**src/rtl/echo_responder.sv**
```systemverilog
// Echo responder: pops one word from an upstream FIFO, waits `delay` cycles, then
// indicates it downstream with a wrapping sequence tag. Define ECHO_RESPONDER_STATS_EN for counters.
module echo_responder #(
  parameter int DATA_W = 32,
  parameter int SEQ_W  = 8
) (
  input  logic              CLK,
  input  logic              RST,
  input  logic [DATA_W-1:0] src_first,
  input  logic              src_first__RDY,
  input  logic              src_deq__RDY,
  output logic              src_deq__ENA,
  input  logic [3:0]        delay,
  output logic              ind_heard__ENA,
  output logic [DATA_W-1:0] ind_heard_v,
  output logic [SEQ_W-1:0]  ind_heard_seq,
  input  logic              ind_heard__RDY
`ifdef ECHO_RESPONDER_STATS_EN
  ,
  output logic [15:0]       stat_echoed,
  output logic [15:0]       stat_stall
`endif
);

  typedef enum logic [1:0] {
    IDLE = 2'd0,
    WAIT = 2'd1,
    SEND = 2'd2
  } state_t;

  state_t              r_state;
  state_t              w_state_nxt;
  state_t              w_load_state;
  logic [DATA_W-1:0]   r_hold;
  logic [3:0]          r_cnt;
  logic [SEQ_W-1:0]    r_seq;
  logic                w_send_fire;
  logic                w_pop;

  // NOTE: RST gates the strobes so nothing fires during reset, even before the
  // first reset edge has forced the state register to IDLE.
  always_comb begin
    // NOTE: every combinational output gets a default first so no path can infer a latch.
    w_send_fire = 1'b0;
    w_pop       = 1'b0;
    if (!RST) begin
      w_send_fire = (r_state == SEND) && ind_heard__RDY;
      w_pop       = src_first__RDY && src_deq__RDY &&
                    ((r_state == IDLE) || w_send_fire);
    end
  end

  assign w_load_state = (delay == 4'd0) ? SEND : WAIT;

  always_comb begin
    w_state_nxt = r_state;
    case (r_state)
      IDLE: if (w_pop) w_state_nxt = w_load_state;
      WAIT: if (r_cnt <= 4'd1) w_state_nxt = SEND;
      SEND: if (w_send_fire) w_state_nxt = w_pop ? w_load_state : IDLE;
      default: w_state_nxt = IDLE;
    endcase
  end

  // NOTE: sequential state uses non-blocking assignments so every register
  // samples pre-edge values regardless of statement order.
  always_ff @(posedge CLK) begin
    if (RST) begin
      r_state <= IDLE;
      // NOTE: the hold register is cleared on reset because its value is
      // visible on ind_heard_v and must read zero after reset.
      r_hold  <= '0;
      r_cnt   <= '0;
      r_seq   <= '0;
    end else begin
      r_state <= w_state_nxt;
      if (w_pop) begin
        r_hold <= src_first;
        r_cnt  <= delay;
      end else if (r_state == WAIT) begin
        r_cnt <= r_cnt - 4'd1;
      end
      if (w_send_fire) r_seq <= r_seq + SEQ_W'(1);
    end
  end

  always_comb begin
    src_deq__ENA   = w_pop;
    ind_heard__ENA = w_send_fire;
    ind_heard_v    = r_hold;
    ind_heard_seq  = r_seq;
  end

`ifdef ECHO_RESPONDER_STATS_EN
  logic [15:0] r_stat_echoed;
  logic [15:0] r_stat_stall;

  // Both counters saturate rather than wrap.
  always_ff @(posedge CLK) begin
    if (RST) begin
      r_stat_echoed <= '0;
      r_stat_stall  <= '0;
    end else begin
      if (w_send_fire && (r_stat_echoed != 16'hFFFF))
        r_stat_echoed <= r_stat_echoed + 16'd1;
      if ((r_state == SEND) && !ind_heard__RDY && (r_stat_stall != 16'hFFFF))
        r_stat_stall <= r_stat_stall + 16'd1;
    end
  end

  assign stat_echoed = r_stat_echoed;
  assign stat_stall  = r_stat_stall;
`endif

endmodule

```
**config.mk**
```make
export PLATFORM = sky130hd
export DESIGN_NAME = echo_responder
export DESIGN_NICKNAME = d
export VERILOG_FILES = /design/src/rtl/echo_responder.sv
export SDC_FILE = /design/constraint.sdc
export NUM_CORES = 1
export LEC_CHECK = 0
export CAP_MARGIN = 20
export CORE_MARGIN = 8
export CORE_UTILIZATION = 37
export CTS_BUF_LIST = sky130_fd_sc_hd__clkbuf_8 sky130_fd_sc_hd__clkbuf_16
export CTS_CLUSTER_SIZE = 28
export DETAILED_ROUTE_END_ITERATION = 8
export PLACE_DENSITY_LB_ADDON = 0.12
export SLEW_MARGIN = 10
export SYNTH_ARGS = -nofsm -noshare
export SYNTH_HDL_FRONTEND = slang
export SYNTH_SLANG_ARGS = --single-unit
```
**constraint.sdc**
```tcl
create_clock -name CLK -period 1.58 [get_ports CLK]
set_input_delay 0.395 -clock CLK [delete_from_list [all_inputs] [get_ports CLK]]
set_output_delay 0.395 -clock CLK [all_outputs]
set_load 0.02 [all_outputs]
```
-- Yosys cells after proc, flatten, opt, wreduce, memory -nomap -nowiden
Index checks and enable logic that the tools add are counted.
- latch bits: 0
- memories kept: 0
- memory bits (read-only): 0
- output and inout port bits: 42
- bits in writable memories: 0
- flip-flop bits (word level): 46
- input bits: 41
- logic and storage cells: 30
- add/subtract/negate cells: 2
- reduce and logical (&&, ||, !) cells: 8
- $mul: 0
- shifts and indexed selects: 0
- equal/unequal tests: 5
- $lt $le $gt $ge: 1
- div/mod/pow operators: 0
- bitwise gates (word level): 0
- multiplexer cells: 10
- operators by type and width (cell ; number):
    $mux 2 ; 5
    $add 8x1->8 const B ; 1
    $mux 4 ; 2
    $ne 2x2->1 const B ; 3
    $pmux 2 s3 ; 1
    $le 4x1->1 const B ; 1
    $logic_not 4->1 ; 1
    $sub 4x1->4 const B ; 1
    $logic_and 1x1->1 ; 3
    $reduce_and 3->1 ; 1
    $eq 2x1->1 const B ; 1
    $eq 2x2->1 const B ; 1
    $logic_not 2->1 ; 1
    $mux 1 ; 2
    $reduce_bool 2->1 ; 1
    $logic_or 1x1->1 ; 1

-- Logic depth before layout (Yosys ltp)
- depth in word-level cells: 8
- gate-level depth with buffers: 7

-- Least setup slack after synthesis
Ideal clock, no wire load.
- path type: input to output
- from: input src_first__RDY
- to: output src_deq__ENA
- cell stages on the path: 5
- buffers on the path: 2
- arrival time: 1.272 ns
- path slack: -0.087 ns
- cells stage by stage: nand2_1 -> or4_1 -> buf_4 -> inv_6 -> buf_6
- word-level cells in the longest chain between the ends: 3
- RTL lines (what ; RTL line ; source):
    start: declaration ; 10 ; input logic src_first__RDY,
    $logic_and 1x1->1 (2 in series) ; 48 ; w_pop = src_first__RDY && src_deq__RDY &&
    $mux 1 ; 46 ; if (!RST) begin
    end: declaration ; 12 ; output logic src_deq__ENA,
Every way passes these cells.

-- Worst setup path after layout
- from: register r_state[0]
- to: output src_deq__ENA
- word-level cells in the longest chain between the ends: 5
- elaborated cells between the ends (all ways): 6
- those cells by class: 1 x eq/ne; 1 x mux; 4 x reduce/logical
- RTL lines (what ; RTL line ; source):
    start: declaration ; 31 ; state_t r_state;
    start signal: assignment ; 76 ; r_state <= w_state_nxt;
    $eq 2x2->1 ; 47 ; w_send_fire = (r_state == SEND) && ind_heard__RDY;
    $logic_and 1x1->1 ; 47 ;
    $logic_or 1x1->1 (*) ; 49 ; ((r_state == IDLE) || w_send_fire);
    $logic_and 1x1->1 (*) ; 48 ;
    $mux 1 (*) ; 46 ;
Mark *: on every way between the ends. The rest lies on a longest branch, timed or not.

==> metrics.csv <==
stage,metric,value,unit
finish,fill count,514,
min_path,Hold Path Stages,2,
grt,vias in the first global route,1777,
clock_tree,TritonCTS buffer count,5,
floorplanning,DIE HEIGHT,87.58,um
clock_tree,"Clk pin slew, worst setup/hold paths",0.09,ns
min_path,worst hold start,ind_heard_v[21]$_SDFFE_PP0N_,
worst_setup_path,crit start category,flop,
pwr,leakage,1.252,nW
synth,Yosys cell types,36,
finish,share of cells above drive strength 1,10.73,%
worst_setup_path,crit-path max cell delay,0.58,ns
timing,Fin Clk Skew,0.005894,ns
worst_setup_path,CP max stage cell,or4_4,
synth,Ys Warns,0,
synth,synthesized area,1896,sq um
finish,Nets,360,
timing,fmax,0.5638,GHz
floorplanning,core area,5010,sq um
worst_setup_path,CP max FO,2,
timing,Final period util,112.2,%
synth,part of the Yosys area used for sequential elements,48.58,%
timing,Final Critical Period,1.774,ns
timing,RSZ-0062 raised after global routing,true,
worst_setup_path,FF-to-FF setup slack,-0.11,ns
grt,largest net degree at the start of global routing,48,
synth,XOR/XNOR share of the synthesized area,3.234,%
synth,"area leader, netlist",dfxtp_1,
grt,gr usage total,13.50,%
clock_tree,H-Tree Depth,2,
clock_tree,CTS tree,built,
worst_setup_path,r2r endpoint,r_cnt[3]$_SDFFE_PP0P_,
synth,largest family of logic cells by synthesized area,simple AND/OR/NAND/NOR gates,
clock_tree,clk buf depth,2,
synth,post-synthesis mux area share,1.056,%
placement,Setup Slack @ Placement,-1.057,ns
worst_setup_path,FF-to-FF path depth,5,
synth,post-synthesis adder-cell area fraction,1.980,%
timing,final setup fails,36,
drt,initial drt markers,87,
run_status,status,"finished, violations left",
worst_setup_path,CP arrival,1.38,ns
placement,Routability Congestion,0.7375,
worst_setup_path,Worst setup EP type,output pin,
job,max-cap violation count,0,
floorplanning,FP Rows,26,
drt,Pre-Repair DR Iteration Count,4,
synth,most common cell in the netlist,nand2_1,
worst_setup_path,Reg-to-Reg Start,r_state[0]$_SDFFE_PP0P_,
synth,syn avg cell area,8.278,sq um
drt,wire length per cell,13.14,um
synth,asr flop ratio synth,0,%
pwr,Power Total,2.439,mW
run_status,failing checks,negative setup slack,
floorplanning,initial core utilization,37.84,%
clock_tree,# clock sinks,46,
clock_tree,CTS hold repair buffers,0,
worst_setup_path,critical-path cell list,or4_4 > inv_8 > buf_6,
drt,routed vias,1825,
floorplanning,area of the die,7669,sq um
grt,initial antenna violation count,0,
clock_tree,Clock Tree Root,clkbuf_8,
timing,Final Slew Violations,0,
timing,final hold slack,0.4530,ns
drt,routed wire length,5.084,mm
synth,synth cell count leaders,"nand2_1, dfxtp_1, a21oi_1, nor2_1",
timing,relative slew slack,67.64,%
worst_setup_path,required time of the critical path,1.18,ns
synth,predominant post-synthesis flop cell,dfxtp_1,
synth,Synth area leaders,"dfxtp_1, nand2_1, a21oi_1",
min_path,HP Class,reg -> reg,
synth,number of synthesized flops with an enable pin,0,
grt,first-pass GRT wire length,8.321,mm
placement,IO buf count,82,
grt,grt total ovfl,0,
clock_tree,insertion delay to the later sink of the worst-skew pair,0.29,ns
timing,Final Hold Fails,0,
finish,P&R area growth vs syn,51.09,%
synth,share of the synthesized area in the top cell type,48.58,%
worst_setup_path,CP Class,reg -> out,
timing,Slew @ Worst Pin,0.4853,ns
placement,final HPWL from detailed placement,3.548,mm
min_path,WHS Endpoint,ind_heard_v[21]$_SDFFE_PP0N_,
synth,Syn Inst Count,229,
finish,# diodes,0,
pwr,Pwr Density,851.6,nW/um^2
pwr,worst vdd ir,560.7,uV
synth,syn nets,273,
synth,post-synthesis register bit count,46,
floorplanning,die width,87.58,um
drt,Avg Vias per Cell,4.716,
synth,Synth Area in Compound Gates,13.33,%
drt,Remaining DRCs,0,
floorplanning,Ports,83,
synth,simple-gate share of the synthesized area,25.15,%
drt,Final ANT Viol Nets,0,
timing,total negative slack,-0.8757,ns
timing,final worst slack,-0.1935,ns
-- kinds of logic after synthesis --
group / Yosys count
AND/OR/NAND/NOR: 105
AO/OA/AOI/OAI: 47
flip-flops: 46
buffers and inverters: 19
XOR/XNOR: 7
adder cells (fa/ha/maj): 3
multiplexers: 2
-- cell usage in the layout (no fill, tap or decap), types with 2 or more instances in the layout --
cell type / n
ha_1: 3
nand2_1: 67
nor3_1: 2
nor2b_1: 3
dlygate4sd2_1: 41
nand3b_1: 2
clkbuf_8: 7
buf_6: 3
inv_1: 3
a21oi_1: 39
clkdlybuf4s50_1: 36
mux2i_1: 2
nand3_1: 4
dfxtp_1: 45
xor2_1: 5
xnor2_1: 2
nand2b_1: 2
a211oi_1: 3
buf_4: 12
nor2_1: 11
-- flip-flops by register name, indices dropped and copies added (netlist names) --
signal and cells:
r_cnt 4, ind_heard_v 32, r_state 2, ind_heard_seq 8
-- what timing repair did --
| item | CTS | global route |
|---|---|---|
| resized for setup | 58 | 5 |
| setup buffers | 1 | 0 |
| endpoints found under the setup margin | 79 | 40 |
| pin swaps | 2 | 1 |
-- metrics by stage --
| stage | cell area, sq um | instances | util [%] |
|---|---|---|---|
| 4_1_cts | 2861 | 387 | 57.12 |
| 6_report | 2864 | 387 | 57.17 |
| 2_1_floorplan | 1917 | 229 | - |
| 5_1_grt | 2864 | 387 | 57.17 |
| 3_3_place_gp | 2796 | 378 | 55.82 |
| 3_5_place_dp | 2796 | 378 | 55.82 |
-- cell type report --
type / count / area, sq um / area share (%)
clock buffer: 7 / 96.34 / 3.364
clock inverter: 1 / 8.758 / 0.3058
inverter: 4 / 22.52 / 0.7864
multi-input combinational: 164 / 862.1 / 30.10
sequential: 46 / 922.1 / 32.20
tap: 70 / 87.58 / 3.058
timing repair buffer: 95 / 864.6 / 30.19
-- worst max-delay path by stage --
| stage | start | endpoint | slack (ns) | cells after the start |
|---|---|---|---|---|
| finish | r_state[0]$_SDFFE_PP0P_ | src_deq__ENA | -0.19 | 3 |
| global route | r_state[1]$_SDFFE_PP0P_ | src_deq__ENA | -0.25 | 4 |
| CTS | r_state[1]$_SDFFE_PP0P_ | src_deq__ENA | -0.21 | 4 |
| detailed placement | src_first__RDY | src_deq__ENA | -1.06 | 5 |
| global placement | src_first__RDY | src_deq__ENA | -1.05 | 5 |
| floorplan | src_first__RDY | src_deq__ENA | -0.08 | 5 |
-- critical path: cells and delay by family, from the launching register on --
| family | cells | cell delay, ns |
|---|---|---|
| simple gates | 1 | 0.58 |
| flops | 1 | 0.32 |
| buf+inv | 2 | 0.18 |
-- power breakdown --
part           switching [mW]  internal (mW)
sequential             0.0302           1.21
combinational           0.200          0.204
clock                   0.396          0.401
-- per-layer routing --
| metal | global-route usage (%) | vias to the layer above | share of wire, % |
|---|---|---|---|
| met5 | 0 | - | 0 |
| met4 | 3.750 | 0 | 0.53 |
| met3 | 4.878 | 2 | 7.5 |
| met2 | 22.31 | 56 | 46 |
| met1 | 16.06 | 833 | 46 |
| li1 | - | 934 | - |
Note: power is estimated with default switching activity, not from simulation.
